$ cat src/rtl/condicionador_entrada.sv
// Input conditioning for the type-2 fuzzy core: per-period error / delta-error,
// saturated to signed 8-bit, presented offset-binary and held during the rule window.
module condicionador_entrada #(
    parameter int PERIODO   = 256,
    parameter int JANELA    = 64,
    parameter int ESCALA_DE = 0
) (
    input  logic       clk_0,
    input  logic       Srst,
    input  logic [7:0] setpoint,
    input  logic [7:0] sensor,
    input  logic       sensor_valido,
    output logic [7:0] Entrada_01,
    output logic [7:0] Entrada_02,
    output logic       EN_REGRAS,
    output logic       amostra_ausente
);

    localparam int CW = (PERIODO > 1) ? $clog2(PERIODO) : 1;
    localparam int WW = $clog2(JANELA + 1);

    typedef enum logic [2:0] {OCIOSO, CALC_E, CALC_D, ATUALIZA, JAN} estado_t;

    estado_t estado, estado_prox;

    logic [CW-1:0]      cnt;
    logic [WW-1:0]      jan_cnt;
    logic               tick, tem_amostra, jan_fim;
    logic [7:0]         sensor_reg, setpoint_snap, sensor_snap;
    logic               amostra_ok, primeiro;
    logic signed [7:0]  e_sat, de_sat, e_prev;
    logic signed [9:0]  e_full, de_full, de_esc;

    function automatic logic signed [7:0] sat8(input logic signed [9:0] v);
        if (v > 10'sd127)
            sat8 = 8'sd127;
        else if (v < -10'sd128)
            sat8 = -8'sd128;
        else
            sat8 = v[7:0];
    endfunction

    assign tick        = (cnt == CW'(PERIODO - 1));
    assign tem_amostra = amostra_ok | sensor_valido;
    assign jan_fim     = (jan_cnt == WW'(1));

    // Full-width arithmetic so saturation never sees a wrapped value
    always_comb begin
        e_full  = $signed({2'b00, setpoint_snap}) - $signed({2'b00, sensor_snap});
        de_full = $signed({{2{e_sat[7]}}, e_sat}) - $signed({{2{e_prev[7]}}, e_prev});
        de_esc  = de_full >>> ESCALA_DE;
    end

    always_comb begin
        estado_prox = estado;
        case (estado)
            OCIOSO:   if (tick && tem_amostra) estado_prox = CALC_E;
            CALC_E:   estado_prox = CALC_D;
            CALC_D:   estado_prox = ATUALIZA;
            ATUALIZA: estado_prox = JAN;
            JAN:      if (jan_fim) estado_prox = OCIOSO;
            default:  estado_prox = OCIOSO;
        endcase
    end

    always_ff @(posedge clk_0) begin
        if (Srst)
            estado <= OCIOSO;
        else
            estado <= estado_prox;
    end

    always_ff @(posedge clk_0) begin
        if (Srst || tick)
            cnt <= '0;
        else
            cnt <= cnt + 1'b1;
    end

    // Capture runs in every state; the tick-time clear below overrides it so a
    // strobe on the tick itself is consumed through the bypass path.
    always_ff @(posedge clk_0) begin
        if (Srst) begin
            sensor_reg      <= '0;
            amostra_ok      <= 1'b0;
            setpoint_snap   <= '0;
            sensor_snap     <= '0;
            e_sat           <= '0;
            de_sat          <= '0;
            e_prev          <= '0;
            primeiro        <= 1'b1;
            jan_cnt         <= '0;
            Entrada_01      <= 8'd128;
            Entrada_02      <= 8'd128;
            EN_REGRAS       <= 1'b0;
            amostra_ausente <= 1'b0;
        end else begin
            if (sensor_valido) begin
                sensor_reg <= sensor;
                amostra_ok <= 1'b1;
            end
            case (estado)
                OCIOSO: begin
                    if (tick) begin
                        if (tem_amostra) begin
                            setpoint_snap <= setpoint;
                            sensor_snap   <= sensor_valido ? sensor : sensor_reg;
                            amostra_ok    <= 1'b0;
                        end else begin
                            amostra_ausente <= 1'b1;
                        end
                    end
                end
                CALC_E: e_sat <= sat8(e_full);
                CALC_D: de_sat <= primeiro ? 8'sd0 : sat8(de_esc);
                ATUALIZA: begin
                    Entrada_01 <= {~e_sat[7], e_sat[6:0]};
                    Entrada_02 <= {~de_sat[7], de_sat[6:0]};
                    e_prev     <= e_sat;
                    primeiro   <= 1'b0;
                    jan_cnt    <= WW'(JANELA);
                    EN_REGRAS  <= 1'b1;
                end
                JAN: begin
                    if (jan_fim) begin
                        jan_cnt   <= '0;
                        EN_REGRAS <= 1'b0;
                    end else begin
                        jan_cnt <= jan_cnt - 1'b1;
                    end
                end
                default: ;
            endcase
        end
    end

endmodule
$ cat config.mk
export PLATFORM = sky130hd
export DESIGN_NAME = condicionador_entrada
export DESIGN_NICKNAME = d
export VERILOG_FILES = /design/src/rtl/condicionador_entrada.sv
export SDC_FILE = /design/constraint.sdc
export NUM_CORES = 1
export LEC_CHECK = 0
export BUFFER_PORTS_ARGS = -buffer_cell sky130_fd_sc_hd__buf_2
export CELL_PAD_IN_SITES_DETAIL_PLACEMENT = 1
export CELL_PAD_IN_SITES_GLOBAL_PLACEMENT = 1
export CORE_MARGIN = 5
export CORE_UTILIZATION = 48
export CTS_CLUSTER_SIZE = 20
export DETAILED_ROUTE_END_ITERATION = 7
export PLACE_DENSITY = 0.86
export SYNTH_ARGS = -nofsm -noshare
export SYNTH_HDL_FRONTEND = slang
export SYNTH_SLANG_ARGS = --single-unit
$ cat constraint.sdc
create_clock -name clk_0 -period 6.3 [get_ports clk_0]
set_clock_uncertainty 0.15 [all_clocks]
set_input_delay 0 -clock clk_0 [delete_from_list [all_inputs] [get_ports clk_0]]
set_output_delay 0 -clock clk_0 [all_outputs]
set_load 0.02 [all_outputs]
# Word-level counts from Yosys, hierarchy flattened
# Index checks and enable logic that the tools add are counted.
[op_classes]
addsub = 4
mul = 0
div = 0
order_cmp = 4
n_eq_ne = 8
shifts = 0
muxes = 17
bitwise_logic = 4
reduce_logical = 8
[ops]
columns = ["cell", "count"]
rows = [
  ["$mux W8", 6],
  ["$gt A9 B8 Y1 const B", 2],
  ["$lt A9 B8 Y1 const B", 2],
  ["$sub A8 B8 Y9", 2],
  ["$pmux W3 S5", 1],
  ["$pmux W7 S2", 1],
  ["$add A8 B1 Y8 const B", 1],
  ["$eq A8 B8 Y1 const B", 1],
  ["$eq A7 B1 Y1 const B", 1],
  ["$mux W7", 1],
  ["$sub A7 B1 Y7 const B", 1],
  ["$eq A3 B2 Y1 const B", 2],
  ["$mux W3", 2],
  ["$reduce_and A3 Y1", 2],
  ["$mux W1", 5],
  ["$ne A2 B2 Y1 const B", 2],
  ["$reduce_and A2 Y1", 2],
  ["$eq A3 B1 Y1 const B", 1],
  ["$eq A3 B3 Y1 const B", 1],
  ["$logic_not A3 Y1", 1],
  ["$not A1 Y1", 3],
  ["$pmux W1 S2", 1],
  ["$reduce_bool A2 Y1", 1],
  ["$logic_and A1 B1 Y1", 1],
  ["2 further kinds", 2],
]
[totals]
register_bits = 86
latchBits = 0
ramBits = 0
rom_bits = 0
input_bits = 19
output_inout_bits = 18
wordCells = 60
n_memories = 0

# Longest topological paths before layout
[logic_depth]
ltp_word = 5
ltp_mapped = 11
depth_no_buf = 10

# Worst setup path before layout
# OpenSTA, ideal clock, no wires.
[synth_path]
path_type = "register to register"
from = "register setpoint_snap[0]"
to = "register e_sat[2]"
setup_time_ns = 0.138
arrival_ns = 2.223
required_time_ns = 6.012
slack_ns = 3.790
stages_incl_launch_ff = 11
n_path_buf = 0
period_less_slack_ns = 2.510
path_cell_list = "dfxtp_1 inv_1 ha_1 inv_1 fa_1 a21o_1 a221oi_1 nor2_1 a211oi_2 maj3_1 a211oi_1"
[synth_between]
elab_chain_len = 4
word_cells_on_any_way = 5
classes_between = "add/sub: 1; order compare: 2; mux: 2"
[synth_lines]
columns = ["element", "line_no", "text"]
rows = [
  ["start: declaration", "29", "logic [7:0] sensor_reg, setpoint_snap, sensor_snap;"],
  ["start signal: assignment", "106", "setpoint_snap <= setpoint;"],
  ["$sub A8 B8 Y9 *", "49", "e_full = $signed({2'b00, setpoint_snap}) - $signed({2'b00, sensor_snap});"],
  ["$lt A9 B8 Y1", "37", "else if (v < -10'sd128)"],
  ["$mux W8", "37", ""],
  ["$mux W8 *", "35", "if (v > 10'sd127)"],
  ["end signal: assignment", "114", "CALC_E: e_sat <= sat8(e_full);"],
  ["end: declaration", "31", "logic signed [7:0] e_sat, de_sat, e_prev;"],
]
# Mark *: on every way between the ends. The rest lies on a longest branch, timed or not.
# A chain may end at the register's enable or synchronous reset.

# Worst setup path in the final report
[layout_path]
from = "register setpoint_snap[0]"
to = "register e_sat[1]"
# The elaborated chain is that of the path after synthesis.

==> metrics.txt <==
Hold Crit Start sensor_valido; cells after synthesis 463; post-DP HPWL 6600 µm; power density over the cells roughly 210 mW/mm²; fin area 0.004469 mm²; crit path kind reg2reg; slowest stage delay, CP 0.50 ns; worst path cell trace inv_1, ha_1, inv_1, fa_1, a21o_1, a221oi_1, nor2_1, a211oi_2, maj3_1, a211oi_1; core footprint between 0.007 and 0.008 mm²; CTS tree built; first-pass GRT wire length 17080 µm; register area 0.001582 mm²; Clock Path Buffers 2; Multi-input gate area 0.002032 mm²; Ant. Diodes 0; Mean Syn Cell Area 8.345 µm²; Area after DPL 0.004045 mm²; CTS buffer count 9; placed insts about 580; fraction of the cycle the final worst path needs 44.72%; Clk Latency, worst-skew pair 0.37 ns; RSZ-0062 raised after global routing false; Async S/R FF share, synth 0%; f_max about 350 MHz; Max transition margin 40.86%; Max Fanout on Critical Path 8; WP data required 6.37 ns; Worst-path clk slew approximately 0.1 ns; initial antenna violation count 0; leakage power 1.706 nW; #FFs+latches synth 79; Syn Std Cell Area slightly below 0.004 mm²; final WL 10210 µm; final antenna-violating net count 0; vias per inst around 5.5; mean routed wirelength per cell 16.65 µm; Nets approximately 550; total track usage 21.44%; final cell count without fillers 613; Worst Path Arrival 2.88 ns; Remaining DRCs 0; full die area 0.009944 mm²; Worst VDD drop 130.2 µV; # port buffers 36; crit end category register; Hold Fails Final Rpt 0; Largest delay share family, worst path compound AO/OA/AOI/OAI gates; Synth Flop Type dfxtp_1; Yosys warning count 0; max_cap viols 0; number of synthesized flops with an enable pin 0; Die W about 100 µm; share of cells above drive strength 1 12.52%; H-tree depth 3; fillers 958; final setup fails 0; vias 3360; row count 32; HP Class in2reg; Iter 0 DRT Violations 126; total iterations of the first detailed-routing run 4; syn_nets 503; Pins Over Slew Limit 0; clock sinks a little under 80; Seq/Total Area, Yosys 40.93%; startpoint class of the critical path register; CP max-delay cell a211oi_2; post-synthesis cell type count 54; Setup TNS 0 ns; Area Growth Syn to Fin 15.67%; worst reg2reg startpoint setpoint_snap[0]; # IOs 37; Vert. Die Dim 99.72 µm; Worst Tran Pin Value 0.8871 ns; Top cell by count, worst path inv_1; critical path buffer and inverter count 2; crit path time final 2.817 ns; vias in the first global route between 3000 and 4000; largest net degree at the start of global routing 70; Root Driver clkbuf_8; crit path launch setpoint_snap[0]; Post-CTS Setup Repair Bufs 0; status finished, final reports clean; grt total ovfl 0; routability cong. 0.8097; Initial Util 49.74%
[path summary, 6_finish.rpt]
kind	to	slack (ns)	depth (start not counted)
hold / removal	sensor_snap[0]	0.01	3
setup / recovery	e_sat[1]	3.48	10
hold reg to reg	Entrada_02[3]	0.31	2
setup reg to reg	e_sat[1]	3.48	10
[report_power, final]
group | switching (W) | internal, W | leakage [nW] | total, W
clock | 0.000213 | 0.000188 | 0.102 | 0.000401
sequential | 0.00000281 | 0.000504 | 0.639 | 0.000507
combinational | 0.0000204 | 0.0000198 | 0.965 | 0.0000402
[layout by cell type, fill, tap and decap left out, drive strengths merged, types with 2 or more instances in the layout]
| master | Yosys | layout |
|---|---|---|
| nand2b | 9 | 9 |
| nand3 | 7 | 7 |
| nor2 | 48 | 48 |
| o211ai | 3 | 3 |
| buf | 11 | 38 |
| ha | 19 | 19 |
| xor2 | 8 | 8 |
| a31oi | 3 | 3 |
| xnor2 | 8 | 8 |
| o311a | 2 | 2 |
| dfxtp | 79 | 79 |
| a211oi | 21 | 21 |
| a221oi | 2 | 2 |
| a21oi | 46 | 46 |
| a311oi | 5 | 5 |
| and3 | 3 | 3 |
| nor3 | 5 | 5 |
| a31o | 3 | 3 |
| a21o | 4 | 4 |
| dlygate4sd3 | 0 | 22 |
| nor4 | 3 | 3 |
| fa | 2 | 2 |
| o21ai | 6 | 6 |
| clkbuf | 17 | 9 |
| mux2i | 9 | 9 |
| clkinv | 0 | 3 |
| and2 | 3 | 3 |
| maj3 | 7 | 7 |
| nand2 | 80 | 80 |
| nor2b | 3 | 3 |
| inv | 29 | 31 |
| nand3b | 2 | 2 |
[repair_timing]
| action | CTS | global route |
|---|---|---|
| hold endpoints to repair | 24 | 0 |
| hold buffers | 22 | 0 |
| gates resized for setup | 0 | 0 |
[metrics by stage]
stage	setup slack [ns]	util, %	power [W]	hold slack [ns]
after floorplan	3.790	-	0.0005341	-0.01404
after global placement	3.617	52.08	0.0005432	0.08994
after detailed placement	3.464	52.08	0.0005448	0.1062
after global routing	3.195	57.54	0.0009846	0.01760
after CTS	3.454	57.54	0.0009486	0.003515
final	3.483	57.54	0.0009477	0.01244
[cell usage after synthesis (2+ instances only)]
master | instances | area [µm²]
nor3_1 | 5 | 25.02
a221oi_1 | 2 | 17.52
and3_1 | 3 | 18.77
dfxtp_1 | 79 | 1582
xor2_1 | 8 | 70.07
inv_1 | 29 | 108.9
nor2b_1 | 3 | 18.77
maj3_1 | 7 | 70.07
xnor2_1 | 8 | 70.07
fa_1 | 2 | 40.04
a21o_1 | 4 | 30.03
buf_2 | 2 | 10.01
a211oi_1 | 19 | 142.6
nand2b_1 | 9 | 56.30
nand3b_1 | 2 | 15.01
and2_1 | 3 | 18.77
a311oi_1 | 5 | 43.79
ha_1 | 19 | 237.7
a21oi_2 | 2 | 17.52
a211oi_2 | 2 | 25.02
o211ai_1 | 3 | 22.52
buf_4 | 7 | 52.55
clkbuf_1 | 17 | 63.81
nor4_1 | 3 | 18.77
mux2i_1 | 9 | 90.09
nand2_1 | 80 | 300.3
nand3_1 | 7 | 35.03
nor2_1 | 48 | 180.2
o21ai_0 | 5 | 25.02
a31oi_1 | 3 | 18.77
a21oi_1 | 44 | 220.2
a31o_2 | 2 | 17.52
[layout make-up]
cell class,instances,area share (%)
clock buffer,9,2.772
clock inverter,7,1.792
inverter,29,2.436
multi-input combinational,327,45.46
sequential,79,35.39
tap,102,2.856
timing repair buffer,60,9.294
[per-layer routing]
metal / global-route usage [%] / share of wire, %
met4: 6.408 / 1.2
met3: 4.628 / 3.6
met2: 40.64 / 53
met1: 23.62 / 42
met5: 0 / 0
[cell families (layout without fill, tap and decap cells)]
kind of cell,count (synthesis),count (layout),share of synthesized area [%]
flip-flops,79,79,40.93
buffers and inverters,57,105,6.476
multiplexers,10,10,2.623
AO/OA/AOI/OAI,103,103,17.97
AND/OR/NAND/NOR,170,170,19.37
XOR/XNOR,16,16,3.627
adder cells (fa/ha/maj),28,28,9.003
[worst register-to-register path, stage by stage, from the launching register on]
cell and delay, ns:
dfxtp_1 0.33, inv_1 0.06, ha_1 0.16, inv_1 0.06
fa_1 0.39, a21o_1 0.19, a221oi_1 0.37, nor2_1 0.11
a211oi_2 0.50, maj3_1 0.26, a211oi_1 0.08
Note: power is estimated with default switching activity, not from simulation.
